--- src/rtl/demux14_pkg.sv ---
// rtl/demux14_pkg.sv - shared types and constants for the 1:4 stream router
package demux14_pkg;

    localparam int NCH = 4;

    typedef logic [1:0] chan_t;

    typedef enum logic {
        ST_IDLE,
        ST_LOCKED
    } state_e;

endpackage

--- src/rtl/demux14_slot.sv ---
// rtl/demux14_slot.sv - one-entry output register slice with refill-on-drain
module demux14_slot
    import demux14_pkg::*;
#(
    parameter int DW = 8
) (
    input  logic          clk,
    input  logic          rst,
    input  logic          wr,
    input  logic [DW-1:0] wr_data,
    input  logic          wr_last,
    input  logic          rd,
    output logic [DW-1:0] tdata,
    output logic          tlast,
    output logic          tvalid
);

    // Write wins over drain so a simultaneous drain+fill keeps the slot full with the new beat
    always_ff @(posedge clk) begin
        if (rst) begin
            tdata  <= '0;
            tlast  <= 1'b0;
            tvalid <= 1'b0;
        end else if (wr) begin
            tdata  <= wr_data;
            tlast  <= wr_last;
            tvalid <= 1'b1;
        end else if (tvalid && rd) begin
            tvalid <= 1'b0;
        end
    end

endmodule

--- src/rtl/demux14_router.sv ---
// rtl/demux14_router.sv - packet-aware 1:4 stream demultiplexer with per-channel beat counters
module demux14_router
    import demux14_pkg::*;
#(
    parameter int DW = 8,
    parameter int CW = 16
) (
    input  logic           clk,
    input  logic           rst,
    input  logic [DW-1:0]  up_tdata,
    input  logic           up_tlast,
    input  logic           up_tvalid,
    output logic           up_tready,
    input  logic [1:0]     sel,
    output logic [DW-1:0]  a_tdata,
    output logic [DW-1:0]  b_tdata,
    output logic [DW-1:0]  c_tdata,
    output logic [DW-1:0]  d_tdata,
    output logic [NCH-1:0] ch_tlast,
    output logic [NCH-1:0] ch_tvalid,
    input  logic [NCH-1:0] ch_tready,
    output logic [CW-1:0]  cnt0,
    output logic [CW-1:0]  cnt1,
    output logic [CW-1:0]  cnt2,
    output logic [CW-1:0]  cnt3,
    output logic           busy
);

    state_e         state;
    chan_t          lock_ch;
    chan_t          ch;
    logic           accept;
    logic [NCH-1:0] full;
    logic [NCH-1:0] wr;
    logic [DW-1:0]  slot_data [NCH];
    logic [CW-1:0]  cnt [NCH];

    // Mid-packet the latched channel overrides sel so a packet never splits across outputs
    assign ch        = (state == ST_LOCKED) ? lock_ch : chan_t'(sel);
    assign up_tready = !full[ch] | ch_tready[ch];
    assign accept    = up_tvalid & up_tready;
    assign busy      = (state == ST_LOCKED);
    assign ch_tvalid = full;

    // Steer the accepted beat into exactly one slot
    always_comb begin
        wr     = '0;
        wr[ch] = accept;
    end

    // Packet framing: latch the channel on a non-last first beat, release on the accepted last beat
    always_ff @(posedge clk) begin
        if (rst) begin
            state   <= ST_IDLE;
            lock_ch <= '0;
        end else begin
            case (state)
                ST_IDLE: begin
                    if (accept && !up_tlast) begin
                        state   <= ST_LOCKED;
                        lock_ch <= chan_t'(sel);
                    end
                end
                ST_LOCKED: begin
                    if (accept && up_tlast) begin
                        state <= ST_IDLE;
                    end
                end
                default: state <= ST_IDLE;
            endcase
        end
    end

    for (genvar k = 0; k < NCH; k++) begin : g_ch
        demux14_slot #(.DW(DW)) u_slot (
            .clk     (clk),
            .rst     (rst),
            .wr      (wr[k]),
            .wr_data (up_tdata),
            .wr_last (up_tlast),
            .rd      (ch_tready[k]),
            .tdata   (slot_data[k]),
            .tlast   (ch_tlast[k]),
            .tvalid  (full[k])
        );

        // Count delivered beats, sticking at all-ones instead of wrapping
        always_ff @(posedge clk) begin
            if (rst) begin
                cnt[k] <= '0;
            end else if (full[k] && ch_tready[k] && (cnt[k] != '1)) begin
                cnt[k] <= cnt[k] + 1'b1;
            end
        end
    end

    assign a_tdata = slot_data[0];
    assign b_tdata = slot_data[1];
    assign c_tdata = slot_data[2];
    assign d_tdata = slot_data[3];
    assign cnt0    = cnt[0];
    assign cnt1    = cnt[1];
    assign cnt2    = cnt[2];
    assign cnt3    = cnt[3];

endmodule
--- config.mk ---
export PLATFORM = sky130hd
export DESIGN_NAME = demux14_router
export DESIGN_NICKNAME = d
export VERILOG_FILES = /design/src/rtl/demux14_pkg.sv /design/src/rtl/demux14_slot.sv /design/src/rtl/demux14_router.sv
export SDC_FILE = /design/constraint.sdc
export NUM_CORES = 1
export LEC_CHECK = 0
export CORE_ASPECT_RATIO = 0.9
export CORE_MARGIN = 2
export CORE_UTILIZATION = 45
export CTS_CLUSTER_DIAMETER = 30
export DETAILED_ROUTE_END_ITERATION = 8
export GPL_TIMING_DRIVEN = 0
export PLACE_DENSITY = 0.76
export SYNTH_ARGS = -nofsm -noshare
export SYNTH_HDL_FRONTEND = slang
export SYNTH_SLANG_ARGS = --single-unit
export TNS_END_PERCENT = 20
--- constraint.sdc ---
create_clock -name clk -period 7.8 [get_ports clk]
set_input_delay 1.17 -clock clk [delete_from_list [all_inputs] [get_ports clk]]
set_output_delay 1.17 -clock clk [all_outputs]
set_load 0.03 [all_outputs]
# Yosys cells after proc, flatten, opt, wreduce, memory -nomap -nowiden
# Memory sizes are Yosys's and may differ from the RTL's.
# Index checks and enable logic that the tools add are counted.
[totals]
reg_bits = 43
ram_bits = 64
out_inout_bits = 106
n_memories = 1
[memory_table]
columns = ["name", "depth", "width", "rd", "rd_ports_with_merged_regs", "wr", "line_no", "rtl"]
rows = [
  ["cnt", 4, 16, 4, 0, 4, "demux14_router.sv:36", "logic [CW-1:0] cnt [NCH];"],
]
[op_classes]
add_sub_neg = 4
magnitude_cmp = 2
eq_ne = 4
mux = 36
bitwise_logic = 8
reduce_logical = 18
[op_table]
columns = ["op", "count"]
rows = [
  ["adder 16 x 1 -> 16 bit, second input constant", 4],
  ["two-way mux 16 bit", 4],
  ["inequality test 16 bit, second input constant", 4],
  ["two-way mux 1 bit", 27],
  ["logical AND 1 bit", 11],
  ["nonzero test 2 bit", 4],
  ["OR 1 bit", 5],
  ["bitwise AND 4 bit", 1],
  ["binary-select mux 1 bit (select 2 bit)", 2],
  ["< comparator 2 x 3 -> 1 bit, second input constant", 1],
  ["demux 1 bit (select 2 bit)", 1],
  [">= comparator 2 x 1 -> 1 bit, second input constant", 1],
  ["zero test 1 bit", 2],
  ["two-way mux 2 bit", 1],
  ["one-hot mux 1 bit (2 select lines)", 1],
  ["AND reduction 2 bit", 1],
  ["bitwise AND 1 bit", 1],
  ["inverter 1 bit", 1],
]

# Depth between registers and ports, before layout
# Gate-level depths: netlist (run 1).
[depth]
ltp_word = 9
mapped_depth = 7

# By module
# From an unflattened synthesis (run 1), not the netlist that was laid out.
[unflattened]
hier_cells = 470
area_unflattened_um2 = 5136.2
[modules_own_cells]
columns = ["module", "instances", "cells_per_inst", "area_each_um2"]
rows = [
  ["demux14_router", 1, 338, 3714.8],
  ["demux14_slot", 4, 33, 355.3],
]

# Worst setup path before layout (run 1)
# Ideal clock, no wire load.
[synth_path]
kind = "input port to output port"
start = "input port sel[1]"
end = "output port up_tready"
arrival_ns = 2.148
required_time_ns = 6.630
slack_ns = 4.482
stages = 3
cell_sequence = "mux2_2 > mux2i_1 > mux2i_1"
[synth_via]
elab_chain_len = 5
[synth_lines]
columns = ["item", "line_no", "rtl"]
rows = [
  ["start: declaration", "demux14_router.sv:14", "input logic [1:0] sel,"],
  ["two-way mux 2 bit (*)", "demux14_router.sv:39", "assign ch = (state == ST_LOCKED) ? lock_ch : chan_t'(sel);"],
  ["binary-select mux 1 bit (select 2 bit)", "demux14_router.sv:40", "assign up_tready = !full[ch] | ch_tready[ch];"],
  ["two-way mux 1 bit (not written as such)", "demux14_router.sv:40", ""],
  ["zero test 1 bit", "demux14_router.sv:40", ""],
  ["OR 1 bit (*)", "demux14_router.sv:40", ""],
  ["end: declaration", "demux14_router.sv:13", "output logic up_tready,"],
]
# Every way passes the cells marked *; elsewhere a longest branch is shown, timed or not. The select of a mux whose other input is x is not followed.

# Final worst setup path (run 1)
# Ends and elaborated chain as after synthesis.

==> impl_metrics.tcl, run 1 <==
set metrics [dict create \
    fin_crit_ps 4170 \
    syn_area_per_cell_um2 10.4 \
    dpl_cell_area_mm2 0.00670 \
    htree_num_levels 3 \
    p_leak_uw 0.00265 \
    wl_mm 11.9 \
    worstPathCellList "clkdlybuf4s50_1 > mux2_2 > mux2i_1 > mux2i_1 > clkdlybuf4s50_1" \
    fmax_ghz 0.240 \
    core_area_mm2 0.0114 \
    crit_fanout 5 \
    die-area_mm2 0.0125 \
    synth_edf_count 64 \
    rows 37 \
    synth_area_mm2 0.00524 \
    path_clk_slew_ps 70 \
    die_w_um 118 \
    antenna_found_initial 0 \
    worstSetupEndpointType "primary output" \
    yosysUniqueCellTypes 40 \
    diodes 0 \
    hold_viol_final 0 \
    setup_tns_ps 0 \
    cts_buffer_depth 2 \
    worstPathRequired_ps 6630 \
    crit_family "buffers and inverters" \
    finalNetCount 662 \
    clkLatencyLatePin_ps 340 \
    wl_per_cell_um 14.8 \
    setup_viol 0 \
    yosysWarnings 0 \
    worstMarginPinSlew_ps 818 \
    path_buf_inv 2 \
    cts_setup_buffers 0 \
    ctsHoldBuffers 0 \
    syn_to_final_growth_pct 33.7 \
    worst_ir_drop_vdd_v 0.000145 \
    ys_seq_elements 107 \
    min-delay-path-class "reg -> reg" \
    viasPerCell 5.17 \
    cpMaxStageDelayCell "clkdlybuf4s50_1" \
    clock_sinks 107 \
    synth_nets 525 \
    dr.pass1.iters 4 \
    io_pins 124 \
    place.gp.congestion 0.880 \
    outcome "complete, no violations" \
    synthArstFlopShare_pct 0 \
    grt_pass1_wl_mm 18.9 \
    seq_area_frac_synth_pct 53.1 \
    ant_nets 0 \
    crit_type "in -> out" \
    slew_viol_final 0 \
    drv_cap 0 \
    fp.dieH_um 106 \
    final_common_cell "clkdlybuf4s50_1" \
    finalCritPeriodShare_pct 53.5 \
    drtIter0Drc 347 \
    portBuffers 123 \
    final_area_mm2 0.00701 \
    start_kind "input port" \
    netlist_instances 503 \
    start_util_pct 46.0 \
    dp_hpwl_mm 8.62 \
    grt_setup_unrepaired "false" \
    arrival_ps 3000 \
    p_per_area_mw_per_mm2 186 \
    cts_tree "yes" \
    synth_top_flop_cell "edfxtp_1" \
    grt_usage_pct 18.6 \
    grt_pass1_vias 3824 \
    remaining_drc_errors 0 \
    layout_common_cells "clkdlybuf4s50_1 (123), nor2_1 (101), edfxtp_1 (64)" \
    slew_headroom_pct 45.1 \
    overflow 0 \
    finClkSkew_ps 10.6 \
    numCtsBuffers 9 \
    crit_path_max_incr_delay_ps 710 \
    grt_max_degree 18 \
    cts_resized 0 \
    dr_total_vias 4143 \
    drive_gt1_share_pct 7.75 \
    clock-root-buffer "clkbuf_16" \
]
==> where the power goes <==
group / internal, µW / switching (µW) / total, µW
clock network: 255 / 203 / 458
logic: 82.7 / 111 / 193
registers: 625 / 27.5 / 652
==> sequential cells by signal, summed over array words and instances, names as in the netlist, named ones only <==
signal              cells
lock_ch                 2
g_ch.u_slot.tdata      32
g_ch.u_slot.tvalid      4
cnt                    64
g_ch.u_slot.tlast       4
==> per-layer routing <==
| metal | vias to the layer above | track usage (%) | share of wire (%) |
|---|---|---|---|
| met1 | 1980 | 24.6 | 46 |
| li1 | 2045 | - | - |
| met4 | 0 | 5.25 | 0.55 |
| met5 | - | 0 | 0 |
| met2 | 114 | 29.3 | 46 |
| met3 | 4 | 6.38 | 7.2 |
==> logic make-up (layout without fill, tap and decap cells) <==
group	count (synthesis)	in the layout	synth area share, %
xor gates and xnor gates	48	48	8.02
muxes	46	46	8.86
and+or+nand+nor	225	225	20.7
adders and majority gates	4	4	0.955
DFF	107	107	53.1
buffers and inverters	41	183	4.13
AOI/OAI and AO/OA	32	32	4.20
==> cell usage after synthesis, types with 9 or more instances <==
| library cell | number | area share [%] |
|---|---|---|
| nor2_1 | 101 | 7.2 |
| edfxtp_1 | 64 | 37 |
| dfxtp_1 | 43 | 16 |
| mux2i_1 | 43 | 8.2 |
| nand2_1 | 26 | 1.9 |
| xnor2_1 | 26 | 4.3 |
| nand3_1 | 23 | 2.2 |
| xor2_1 | 22 | 3.7 |
| nand4_1 | 19 | 2.3 |
| inv_1 | 14 | 1.0 |
| a21oi_1 | 13 | 1.2 |
| and3_1 | 12 | 1.4 |
| buf_4 | 10 | 1.4 |
| nor4_1 | 10 | 1.2 |
| o21ai_0 | 9 | 0.86 |
==> tightest hold or removal path: stages (launching register included) <==
cell     delay, ps
dfxtp_1        320
nand2_1         50
mux2i_1         60
==> through the flow <==
stage	total power (µW)	instances	utilization [%]	hold slack [ps]	setup WS, ps
finish	1300	801	61.5	476	3630
global route	1350	801	61.5	521	3590
CTS	1320	801	61.5	482	3630
detailed placement	858	785	58.8	472	3630
global placement	852	782	58.5	455	3650
floorplan	774	503	-	444	4480
==> worst paths after layout <==
path,slack [ps],cells after the start,to,from
setup / recovery,3630,5,up_tready,sel[1]
hold / removal,480,2,lock_ch[1],lock_ch[1]
setup reg to reg,5380,7,cnt[0][6],cnt[0][0]
hold reg to reg,480,2,lock_ch[1],lock_ch[1]
==> cell type report <==
cell class,count,area (µm²)
inverters,14,52.6
well taps,156,195
flip-flops and latches,107,2780
multi-input cells,355,2240
clock buffers,13,280
fillers,971,4380
clock inverters,3,26.3
plain buffers,27,164
repair buffers,126,1260
Power figures use the tool's default switching activity.
==> run 2, diff against run 1 <==
--- a/config.mk
+++ b/config.mk
@@ -11,7 +11,7 @@
 export CTS_CLUSTER_DIAMETER = 30
 export DETAILED_ROUTE_END_ITERATION = 8
 export GPL_TIMING_DRIVEN = 0
-export PLACE_DENSITY = 0.76
+export PLACE_DENSITY = 0.79
 export SYNTH_ARGS = -nofsm -noshare
 export SYNTH_HDL_FRONTEND = slang
 export SYNTH_SLANG_ARGS = --single-unit
==> constraint.sdc (replaced) <==
create_clock -name clk -period 3.45 [get_ports clk]
set_input_delay 0.5175 -clock clk [delete_from_list [all_inputs] [get_ports clk]]
set_output_delay 0.5175 -clock clk [all_outputs]
set_load 0.03 [all_outputs]
==> run 2 against run 1 <==
  * Worst hold slack better by 2.4 ps
  * Sequential share of layout area grew 0.15 points
  * Die area unchanged
  * Largest cell class unchanged
  * Cell count decreased by 0.12%
  * First-iteration DRC count fell by 16%
  * Clock power up 120%
  * Design area decreased by 0.37%
  * Core utilization is 0.23 points lower
  * Non-clock buffer count unchanged
  * Combinational power is 130% higher
  * Power grew 120%
==> impl_metrics.tcl, run 2 (synthesis gave the netlist of run 1 again) <==
set metrics [dict create \
    outcome "complete, no violations" \
    worstMarginPinSlew_ps 776 \
    drtIter0Drc 292 \
    layout_common_cells "clkdlybuf4s50_1 (123), nor2_1 (101), edfxtp_1 (64)" \
    crit_type "in -> out" \
    portBuffers 123 \
    drive_gt1_share_pct 7.61 \
    final_area_mm2 0.00698 \
    p_leak_uw 0.00264 \
    dr.pass1.iters 5 \
    clock-root-buffer "clkbuf_16" \
    arrival_ps 2390 \
    cts_buffer_depth 2 \
    die-area_mm2 0.0125 \
    finClkSkew_ps 6.80 \
    path_clk_slew_ps 60 \
    remaining_drc_errors 0 \
    htree_num_levels 3 \
    p_per_area_mw_per_mm2 415 \
    fin_crit_ps 2910 \
    finalNetCount 662 \
    io_pins 124 \
    cts_tree "yes" \
    worstPathRequired_ps 2930 \
    wl_mm 12.0 \
    cts_resized 0 \
    setup_tns_ps 0 \
    dp_hpwl_mm 8.83 \
    antenna_found_initial 0 \
    dpl_cell_area_mm2 0.00670 \
    cts_setup_buffers 0 \
    die_w_um 118 \
    drv_cap 0 \
    place.gp.congestion 0.825 \
    grt_pass1_vias 4124 \
    grt_setup_unrepaired "false" \
    start_kind "input port" \
    overflow 0 \
    crit_fanout 5 \
    ant_nets 0 \
    diodes 0 \
    slew_headroom_pct 47.9 \
    clock_sinks 107 \
    worst_ir_drop_vdd_v 0.000312 \
    syn_to_final_growth_pct 33.2 \
    core_area_mm2 0.0114 \
    viasPerCell 5.30 \
    fmax_ghz 0.343 \
    ctsHoldBuffers 0 \
    clkLatencyLatePin_ps 350 \
    fp.dieH_um 106 \
    largest_reg_flops 64 \
    wl_per_cell_um 15.0 \
    setup_viol 0 \
    top_regs "cnt x64, g_ch.u_slot.tdata x32" \
    finalCritPeriodShare_pct 84.4 \
    min-delay-path-class "reg -> reg" \
    start_util_pct 46.0 \
    fin_util_pct 61.3 \
    regMostFlops "cnt" \
    numCtsBuffers 9 \
    hold_viol_final 0 \
    grt_pass1_wl_mm 19.7 \
    grt_max_degree 18 \
    dr_total_vias 4240 \
    rows 37 \
    final_common_cell "clkdlybuf4s50_1" \
    grt_usage_pct 19.6 \
    worstSetupEndpointType "primary output" \
    slew_viol_final 0 \
]
-- run 2: cell count changes in the layout (fill, tap and decap cells not counted), sizes merged --
cell and delta:
clkinv +2, bufinv +1, clkbuf -4
-- run 2: layer usage --
metal  up-vias  track usage, %  part of all wire, %
met1      2037            24.1                   43
met3        19            7.14                  8.0
met5         -               0                    0
met2       135            31.7                   47
li1       2049               -                    -
met4         0            7.31                  2.3
-- run 2: per-stage QoR --
stage / setup WS, ps / instances / hold WS [ps] / power [µW]
after floorplan: 461 / 503 / 444 / 1750
after global placement: 158 / 782 / 456 / 1930
after detailed placement: 564 / 785 / 471 / 1940
after CTS: 561 / 800 / 480 / 2920
after global routing: 505 / 800 / 505 / 3010
final: 539 / 800 / 479 / 2900
-- run 2: report_power, final --
part           internal, µW  switching [µW]  leakage, µW
clock network           527             460     0.000147
registers              1410            61.5      0.00101
logic                   187             251      0.00148
-- run 2: worst paths after layout --
check | start | to | slack, ps | depth (start not counted)
worst max-delay path | sel[1] | up_tready | 540 | 5
worst min-delay path | lock_ch[0] | lock_ch[0] | 480 | 2
worst max register to register | cnt[0][0] | cnt[0][6] | 1040 | 7
worst min register to register | lock_ch[0] | lock_ch[0] | 480 | 2
-- run 2: critical path, cell delays in order --
cell and delay (ps):
clkdlybuf4s50_1 450, mux2_2 330, mux2i_1 170, mux2i_1 170, clkdlybuf4s50_1 750
-- run 2: layout make-up --
cell class                 count  area [µm²]
buffer                        27         164
inverter                      14        52.6
timing repair buffer         126        1260
tap                          156         195
clock inverter                 6        55.1
sequential                   107        2780
clock buffer                   9         225
multi-input combinational    355        2240
fill                         967        4410
